`src/rtl/fetch_unit_pkg.sv`:
```
// Shared encodings and constants for the instruction fetch stage.
// Latency: none (definitions only).
// Backpressure: not applicable.
package fetch_unit_pkg;

  // FSM state encodings (3 bits)
  localparam logic [2:0] FS_IDLE  = 3'd0;
  localparam logic [2:0] FS_REQ   = 3'd1;
  localparam logic [2:0] FS_WAIT  = 3'd2;
  localparam logic [2:0] FS_HOLD  = 3'd3;
  localparam logic [2:0] FS_FAULT = 3'd4;

  localparam logic [31:0] DEFAULT_RESET_PC = 32'h0000_0000;
  localparam logic [31:0] INSTR_NOP        = 32'h0000_0013;

  typedef enum logic [2:0] {
    ST_IDLE  = FS_IDLE,
    ST_REQ   = FS_REQ,
    ST_WAIT  = FS_WAIT,
    ST_HOLD  = FS_HOLD,
    ST_FAULT = FS_FAULT
  } fetch_state_t;

  // Instructions are word aligned; any low address bit set is a fault.
  function automatic logic is_aligned(input logic [31:0] addr);
    return (addr[1:0] == 2'b00);
  endfunction

endpackage

```
`src/rtl/fetch_unit_instret.sv`:
```
// Retired-instruction counter: wrapping up-counter with enable.
// Latency: count reflects an enable one cycle later.
// Backpressure: none; counts every enabled cycle, wraps silently.
module instret_counter #(
  parameter int WIDTH = 32
) (
  input  logic             clk,
  input  logic             rst_n,
  input  logic             en,
  output logic [WIDTH-1:0] count
);

  // Increment on enable; natural overflow gives the wrap to zero.
  always_ff @(posedge clk or negedge rst_n) begin
    if (!rst_n) begin
      count <= '0;
    end else if (en) begin
      count <= count + 1'b1;
    end
  end

endmodule

```
`src/rtl/fetch_unit.sv`:
```
// Fetch stage: holds PC, issues one imem read per instruction, presents word to decode.
// Latency: req in cycle N, accepted -> WAIT N+1, instr_valid from the cycle after rvalid.
// Backpressure: imem_req/imem_addr held until imem_ready; HOLD waits for pc_update.
module fetch_unit
  import fetch_unit_pkg::*;
#(
  parameter logic [31:0] RESET_PC = DEFAULT_RESET_PC
) (
  input  logic        clk,
  input  logic        rst_n,
  input  logic [31:0] new_pc,
  input  logic        pc_update,
  output logic [31:0] pc,
  output logic [31:0] instr,
  output logic        instr_valid,
  output logic        imem_req,
  output logic [31:0] imem_addr,
  input  logic        imem_ready,
  input  logic [31:0] imem_rdata,
  input  logic        imem_rvalid,
  output logic        misalign_fault,
  output logic [31:0] instret
);

  fetch_state_t state, state_nxt;
  logic [31:0]  pc_q;
  logic [31:0]  instr_q;
  logic         retire;

  // State register; reset drops any outstanding request immediately.
  always_ff @(posedge clk or negedge rst_n) begin
    if (!rst_n) begin
      state <= ST_IDLE;
    end else begin
      state <= state_nxt;
    end
  end

  // Next state and retire strobe; pc_update only counts while holding an instruction.
  always_comb begin
    state_nxt = state;
    retire    = 1'b0;
    case (state)
      ST_IDLE:  state_nxt = ST_REQ;
      ST_REQ:   if (imem_ready)  state_nxt = ST_WAIT;
      ST_WAIT:  if (imem_rvalid) state_nxt = ST_HOLD;
      ST_HOLD: begin
        if (pc_update) begin
          retire    = 1'b1;
          state_nxt = is_aligned(new_pc) ? ST_REQ : ST_FAULT;
        end
      end
      ST_FAULT: state_nxt = ST_FAULT;
      default:  state_nxt = ST_IDLE;
    endcase
  end

  // Datapath: capture the returned word in WAIT, load the redirect PC on retire.
  always_ff @(posedge clk or negedge rst_n) begin
    if (!rst_n) begin
      pc_q    <= RESET_PC;
      instr_q <= '0;
    end else begin
      if (state == ST_WAIT && imem_rvalid) begin
        instr_q <= imem_rdata;
      end
      if (retire) begin
        pc_q <= new_pc;
      end
    end
  end

  instret_counter #(
    .WIDTH (32)
  ) u_instret (
    .clk   (clk),
    .rst_n (rst_n),
    .en    (retire),
    .count (instret)
  );

  // Outputs come from registers or the registered state only.
  assign pc             = pc_q;
  assign imem_addr      = pc_q;
  assign instr          = instr_q;
  assign imem_req       = (state == ST_REQ);
  assign instr_valid    = (state == ST_HOLD);
  assign misalign_fault = (state == ST_FAULT);

endmodule

```
`config.mk`:
```
export PLATFORM = sky130hd
export DESIGN_NAME = fetch_unit
export DESIGN_NICKNAME = d
export VERILOG_FILES = /design/src/rtl/fetch_unit_pkg.sv /design/src/rtl/fetch_unit_instret.sv /design/src/rtl/fetch_unit.sv
export SDC_FILE = /design/constraint.sdc
export NUM_CORES = 1
export LEC_CHECK = 0
export ABC_CLOCK_PERIOD_IN_PS = 3600
export CORE_MARGIN = 1
export CORE_UTILIZATION = 45
export CTS_CLUSTER_DIAMETER = 80
export DETAILED_ROUTE_END_ITERATION = 16
export PLACE_DENSITY = 0.86
export SYNTH_ARGS = -nofsm -noshare
export SYNTH_HDL_FRONTEND = slang
export SYNTH_HIERARCHICAL = 1
export SYNTH_SLANG_ARGS = --single-unit
```
`constraint.sdc`:
```
create_clock -name clk -period 3.6 [get_ports clk]
set_clock_uncertainty 0.2 [all_clocks]
set_input_delay 0.72 -clock clk [delete_from_list [all_inputs] [get_ports clk]]
set_output_delay 0.72 -clock clk [all_outputs]
set_load 0.05 [all_outputs]
```
==> flow_summary.yaml, run 1 <==
outcome:
  outcome: "complete, no violations"
floorplan:
  die-area_sq_um: 10200
  initial_utilization_pct: 47.3
  rows: 35
  design.core.area_sq_um: 9370
  die_w_microns: 101
  ioPinCount: 200
  die_h_microns: 101
drt:
  drt-initial-drc-count: 47
  top_layer: "met4"
  met2WireLength_microns: 5390
  totalWireLength_microns: 10300
  viasPerCell: 4.89
  drc_errors: 0
  ant_nets: 0
  met1_length_microns: 4110
  first_pass_iters: 4
  wl_per_cell_microns: 16.7
  routed-wl-met3_microns: 716
  route.vias.total: 3022
synth:
  ys.warnings.count: 6
  ys_ff_latch: 99
  synth_fa_ha_area_share_pct: 0.282
  postSynthAreaPerCell_sq_um: 14.3
  synth_top_family_by_area: "multiplexers"
  synthXorXnorAreaFrac_pct: 6.13
  synthMuxAreaShare_pct: 19.1
  synth_cells: 310
  synth_area_sq_um: 4430
  synth_cell_types: 33
  synth_fp_nets: 380
  synth-seq-area-share_pct: 55.9
  yosys.area_share.simple_pct: 9.72
  synth-compound-area-share_pct: 0.819
timing:
  max-slew-margin-rel_pct: 55.2
  fin_crit_sh_pct: 80.1
  setup_violations: 0
  rsz0062_at_grt: "no"
  hold_viol_final: 0
  timing.final.crit_period_ps: 2880
  worstMarginPinSlew_ps: 667
  tns_ps: 0
  slew_viol_final: 0
  fmax_mhz: 347
cts:
  cts_buffers: 9
  clk_path_buf_depth: 2
  postCtsHoldBufs: 0
  cts_tree: "done"
  cts_num_sinks: 99
  clk_latency_ps: 340
  clk_pin_slew_ps: 90
  post-cts-setup-buffers: 0
  ctsResizeCount: 0
  clockRootBuffer: "clkbuf_8"
  cts_max_level: 3
placed_design:
  gp_congestion: 0.788
  port_buffers: 199
  dp_hpwl_microns: 7710
critical_path:
  required_ps: 2680
  critPathMaxStageDelay_ps: 860
  path_class: "reg2out"
  arrival_ps: 1960
  rrSetupSlack_ps: 1260
  cp_cell_sequence: "nor3b_1 > clkdlybuf4s50_1"
  end_kind: "output pin"
  path_max_fanout: 9
  slowest_stage: "clkdlybuf4s50_1"
  start_kind: "register"
  critical_path_buf_inv_count: 1
  path_delay_family: "buffers and inverters"
power_and_ir_drop:
  clkPwrFrac_pct: 10.0
  leakagePower_nw: 2.78
  power.internal_w: 0.00330
  power_switching_w: 0.00332
  power_w: 0.00661
  ir_drop_mv: 0.701
  p_seq_share_pct: 28.0
  swShare_pct: 50.2
  powerDensity_nw_per_um2: 1020
  comb_power_share_pct: 62.1
layout:
  area_delta_synth_final_pct: 46.1
  layout_common_cells: "198 x clkdlybuf4s50_1, 99 x dfrtp_1, 30 x mux2_4"
  num_antenna_cells: 0
  drive_gt1_share_pct: 13.7
  final_common_cell: "clkdlybuf4s50_1"
  layout.nets: 554
  fill_cells: 700
global_route:
  grt_max_degree: 51
  overflow: 0
  antenna_found_initial: 0
  grt_use_total_pct: 20.0
  grt_pass1_vias: 2998
  grt_pass1_wl_microns: 15700
flow_run:
  drv_cap: 0
worst_hold_path:
  hp-class: "in2async"
[registers in the layout (all words and copies together), names as in the netlist]
register / count
state: 3
u_instret/count: 32
instr: 32
imem_addr: 32
[power groups by stage]
stage / Clock (W) / Sequential [W] / Combinational [W]
floorplan: 0 / 0.00317 / 0.00168
global placement: 0 / 0.00184 / 0.00408
detailed placement: 0 / 0.00188 / 0.00413
CTS: 0.000692 / 0.00186 / 0.00414
global route: 0.000731 / 0.00190 / 0.00424
finish: 0.000659 / 0.00185 / 0.00410
[per-stage QoR]
| step | setup WS, ps | cells | hold WS (ps) | instance area (sq um) | utilization (%) |
|---|---|---|---|---|---|
| floorplan | 967 | 310 | 224 | 4430 | - |
| global placement | 580 | 602 | 266 | 6280 | 67.1 |
| detailed placement | 554 | 602 | 276 | 6280 | 67.1 |
| CTS | 676 | 618 | 191 | 6470 | 69.1 |
| global route | 609 | 618 | 222 | 6470 | 69.1 |
| finish | 717 | 618 | 190 | 6470 | 69.1 |
[cells in the mapped netlist, drive strengths merged]
master   n  area [sq um]
a21boi   1          7.51
and2     2          12.5
and3     4          25.0
and3b    1          8.76
and4     4          36.3
and4bb   1          12.5
buf     41           345
dfrtp   99          2480
ha       1          12.5
inv      3          11.3
mux2    65           845
nand2   11          41.3
nand3    9          45.0
nand4   11          83.8
nand4b   1          23.8
nor2     5          18.8
nor3     5          25.0
nor3b    4          30.0
nor4     7          56.3
o2111a   1          11.3
o21ba    1          10.0
o21bai   1          7.51
or4      1          11.3
xnor2   19           166
xor2    12           105
[cells by family after synthesis]
logic type	Yosys count
DFF	99
and+or+nand+nor	66
muxes	65
buffers and inverters	44
xor gates and xnor gates	31
AOI/OAI and AO/OA	4
adders and majority gates	1
[final timing paths]
path,from,to,cells after the start
max,state[1],misalign_fault,2
max in group asynchronous,rst_n,instr[7],2
min,rst_n,instr[3],1
min in group clk,u_instret/count[31],u_instret/count[31],1
max reg2reg,state[0],u_instret/count[23],6
min reg2reg,u_instret/count[31],u_instret/count[31],1
[layout make-up]
cell class | instances | area (sq um) | area share [%]
clock inverter | 5 | 36.3 | 0.561
multi-input combinational | 167 | 1600 | 24.6
timing repair buffer | 204 | 2040 | 31.5
sequential | 99 | 2480 | 38.3
inverter | 3 | 11.3 | 0.174
clock buffer | 11 | 151 | 2.34
tap | 129 | 161 | 2.49
[routing by layer]
metal,up-vias,global-route usage [%]
met2,134,35.6
met4,0,5.02
met3,10,4.97
met1,1478,24.4
met5,-,0
li1,1400,-
No activity file was read; power rests on OpenSTA's default activity.
==> run 2, diff against run 1 <==
ABC_CLOCK_PERIOD_IN_PS = 2500   (was 3600)
CORE_UTILIZATION = 38   (was 45)
PLACE_DENSITY = 0.77   (was 0.86)
clock period = 2.5 ns   (was 3.6 ns; I/O delays follow)
==> run 2 against run 1 <==
Effect of this change:
- the flow now finishes with violations (negative hold slack)
- global-route usage fell by 3.1 points
- clock power rose by 110%
- non-clock buffer count rose by 6
- largest cell class unchanged
- core utilization fell by 11 points
- worst hold slack got worse by 230 ps
- first-iteration DRC count rose to 2.7 times the previous value
==> flow_summary.yaml, run 2 (synthesized netlist as in run 1, its figures left out) <==
timing:
  timing.final.crit_period_ps: 2390
  rsz0062_at_grt: "no"
  slew_viol_final: 0
  fin_crit_sh_pct: 95.4
  hold_viol_final: 15
  worstMarginPinSlew_ps: 676
  setup_violations: 0
  hold_slack_ps: -38.2
  max-slew-margin-rel_pct: 54.6
  fmax_mhz: 419
outcome:
  outcome: "complete, but fails checks"
  failed_checks: "negative hold slack"
critical_path:
  rrSetupSlack_ps: 320
  worst_r2r_startpoint: "state[0]"
  worstRegToRegCells: 7
  arrival_ps: 1690
  critPathMaxStageDelay_ps: 870
  critical_path_buf_inv_count: 1
  slowest_stage: "clkdlybuf4s50_1"
  path_max_fanout: 4
  reg2reg_to: "u_instret/count[24]"
  cp_cell_sequence: "clkdlybuf4s50_1"
  path_class: "reg2out"
  end_kind: "output pin"
  required_ps: 1800
  path_delay_family: "buffers and inverters"
  start_kind: "register"
drt:
  ant_nets: 0
  drc_errors: 0
  totalWireLength_microns: 10100
  wl_per_cell_microns: 15.9
  route.vias.total: 3050
  viasPerCell: 4.78
  drt-initial-drc-count: 129
  first_pass_iters: 4
floorplan:
  ioPinCount: 200
  initial_utilization_pct: 39.0
  die_w_microns: 110
  rows: 39
  die-area_sq_um: 12100
  die_h_microns: 110
  design.core.area_sq_um: 11400
layout:
  design_area_sq_um: 6660
  fill_cells: 948
  layout_common_cells: "195 x clkdlybuf4s50_1, 99 x dfrtp_1, 30 x mux2_4"
  final_core_util_pct: 58.6
  area_delta_synth_final_pct: 50.3
  num_antenna_cells: 0
  register_area_sq_um: 2480
  drive_gt1_share_pct: 15.2
  multi_input_area_sq_um: 1600
  final_common_cell: "clkdlybuf4s50_1"
  layout.nets: 560
placed_design:
  port_buffers: 199
  place_area_sq_um: 6350
  dp_hpwl_microns: 7390
  gp_congestion: 0.722
cts:
  ctsResizeCount: 0
  cts_max_level: 3
  cts_buffers: 9
  clockRootBuffer: "clkbuf_16"
  cts_num_sinks: 99
  clk_path_buf_depth: 2
  postCtsHoldBufs: 0
  post-cts-setup-buffers: 0
  clk_pin_slew_ps: 60
  clk_latency_ps: 340
  cts_tree: "done"
global_route:
  grt_max_degree: 100
  grt_pass1_vias: 3114
  overflow: 0
  antenna_found_initial: 0
  grt_pass1_wl_microns: 15500
  grt_use_total_pct: 17.0
worst_hold_path:
  hp-class: "in2async"
power_and_ir_drop:
  powerDensity_nw_per_um2: 1500
  ir_drop_mv: 1.03
  leakagePower_nw: 2.87
  power_w: 0.00997
flow_run:
  drv_cap: 0
-- run 2: final cells by class --
cell class | instances | share of cell area [%]
Sequential cell | 99 | 37.2
Timing Repair Buffer | 210 | 31.4
Multi-Input combinational cell | 167 | 24.0
Clock buffer | 12 | 3.85
Tap cell | 143 | 2.69
Clock inverter | 4 | 0.733
Inverter | 3 | 0.169
-- run 2: routing by layer --
layer / routed length (microns) / track usage (%)
met5: 0 / 0
met3: 812 / 4.80
met1: 4120 / 20.5
met2: 5030 / 28.3
met4: 153 / 7.14
-- run 2: worst max path at each step --
stage,endpoint,slack [ps],depth (start not counted),startpoint
after floorplan,u_instret/count[23],90,7,pc_update
final,instret[0],110,1,u_instret/count[0]
after global placement,u_instret/count[24],-180,8,pc_update
after CTS,instret[0],90,1,u_instret/count[0]
after global routing,u_instret/count[22],20,8,pc_update
after detailed placement,u_instret/count[24],-210,8,pc_update
-- run 2: power by group --
group / leakage [nW] / internal (W) / switching, W
registers: 1.23 / 0.00219 / 0.000477
logic: 1.49 / 0.00214 / 0.00376
clock network: 0.153 / 0.000829 / 0.000567
total: 2.87 / 0.00516 / 0.00481
-- run 2: stage by stage --
stage,TNS (ps),instances,hold WS [ps],setup WS [ps]
floorplan,0,310,4.41,87.2
global placement,-1340,622,267,-182
detailed placement,-1900,622,268,-209
CTS,0,638,35.2,85.2
global route,0,638,45.1,19.8
finish,0,638,-38.2,114
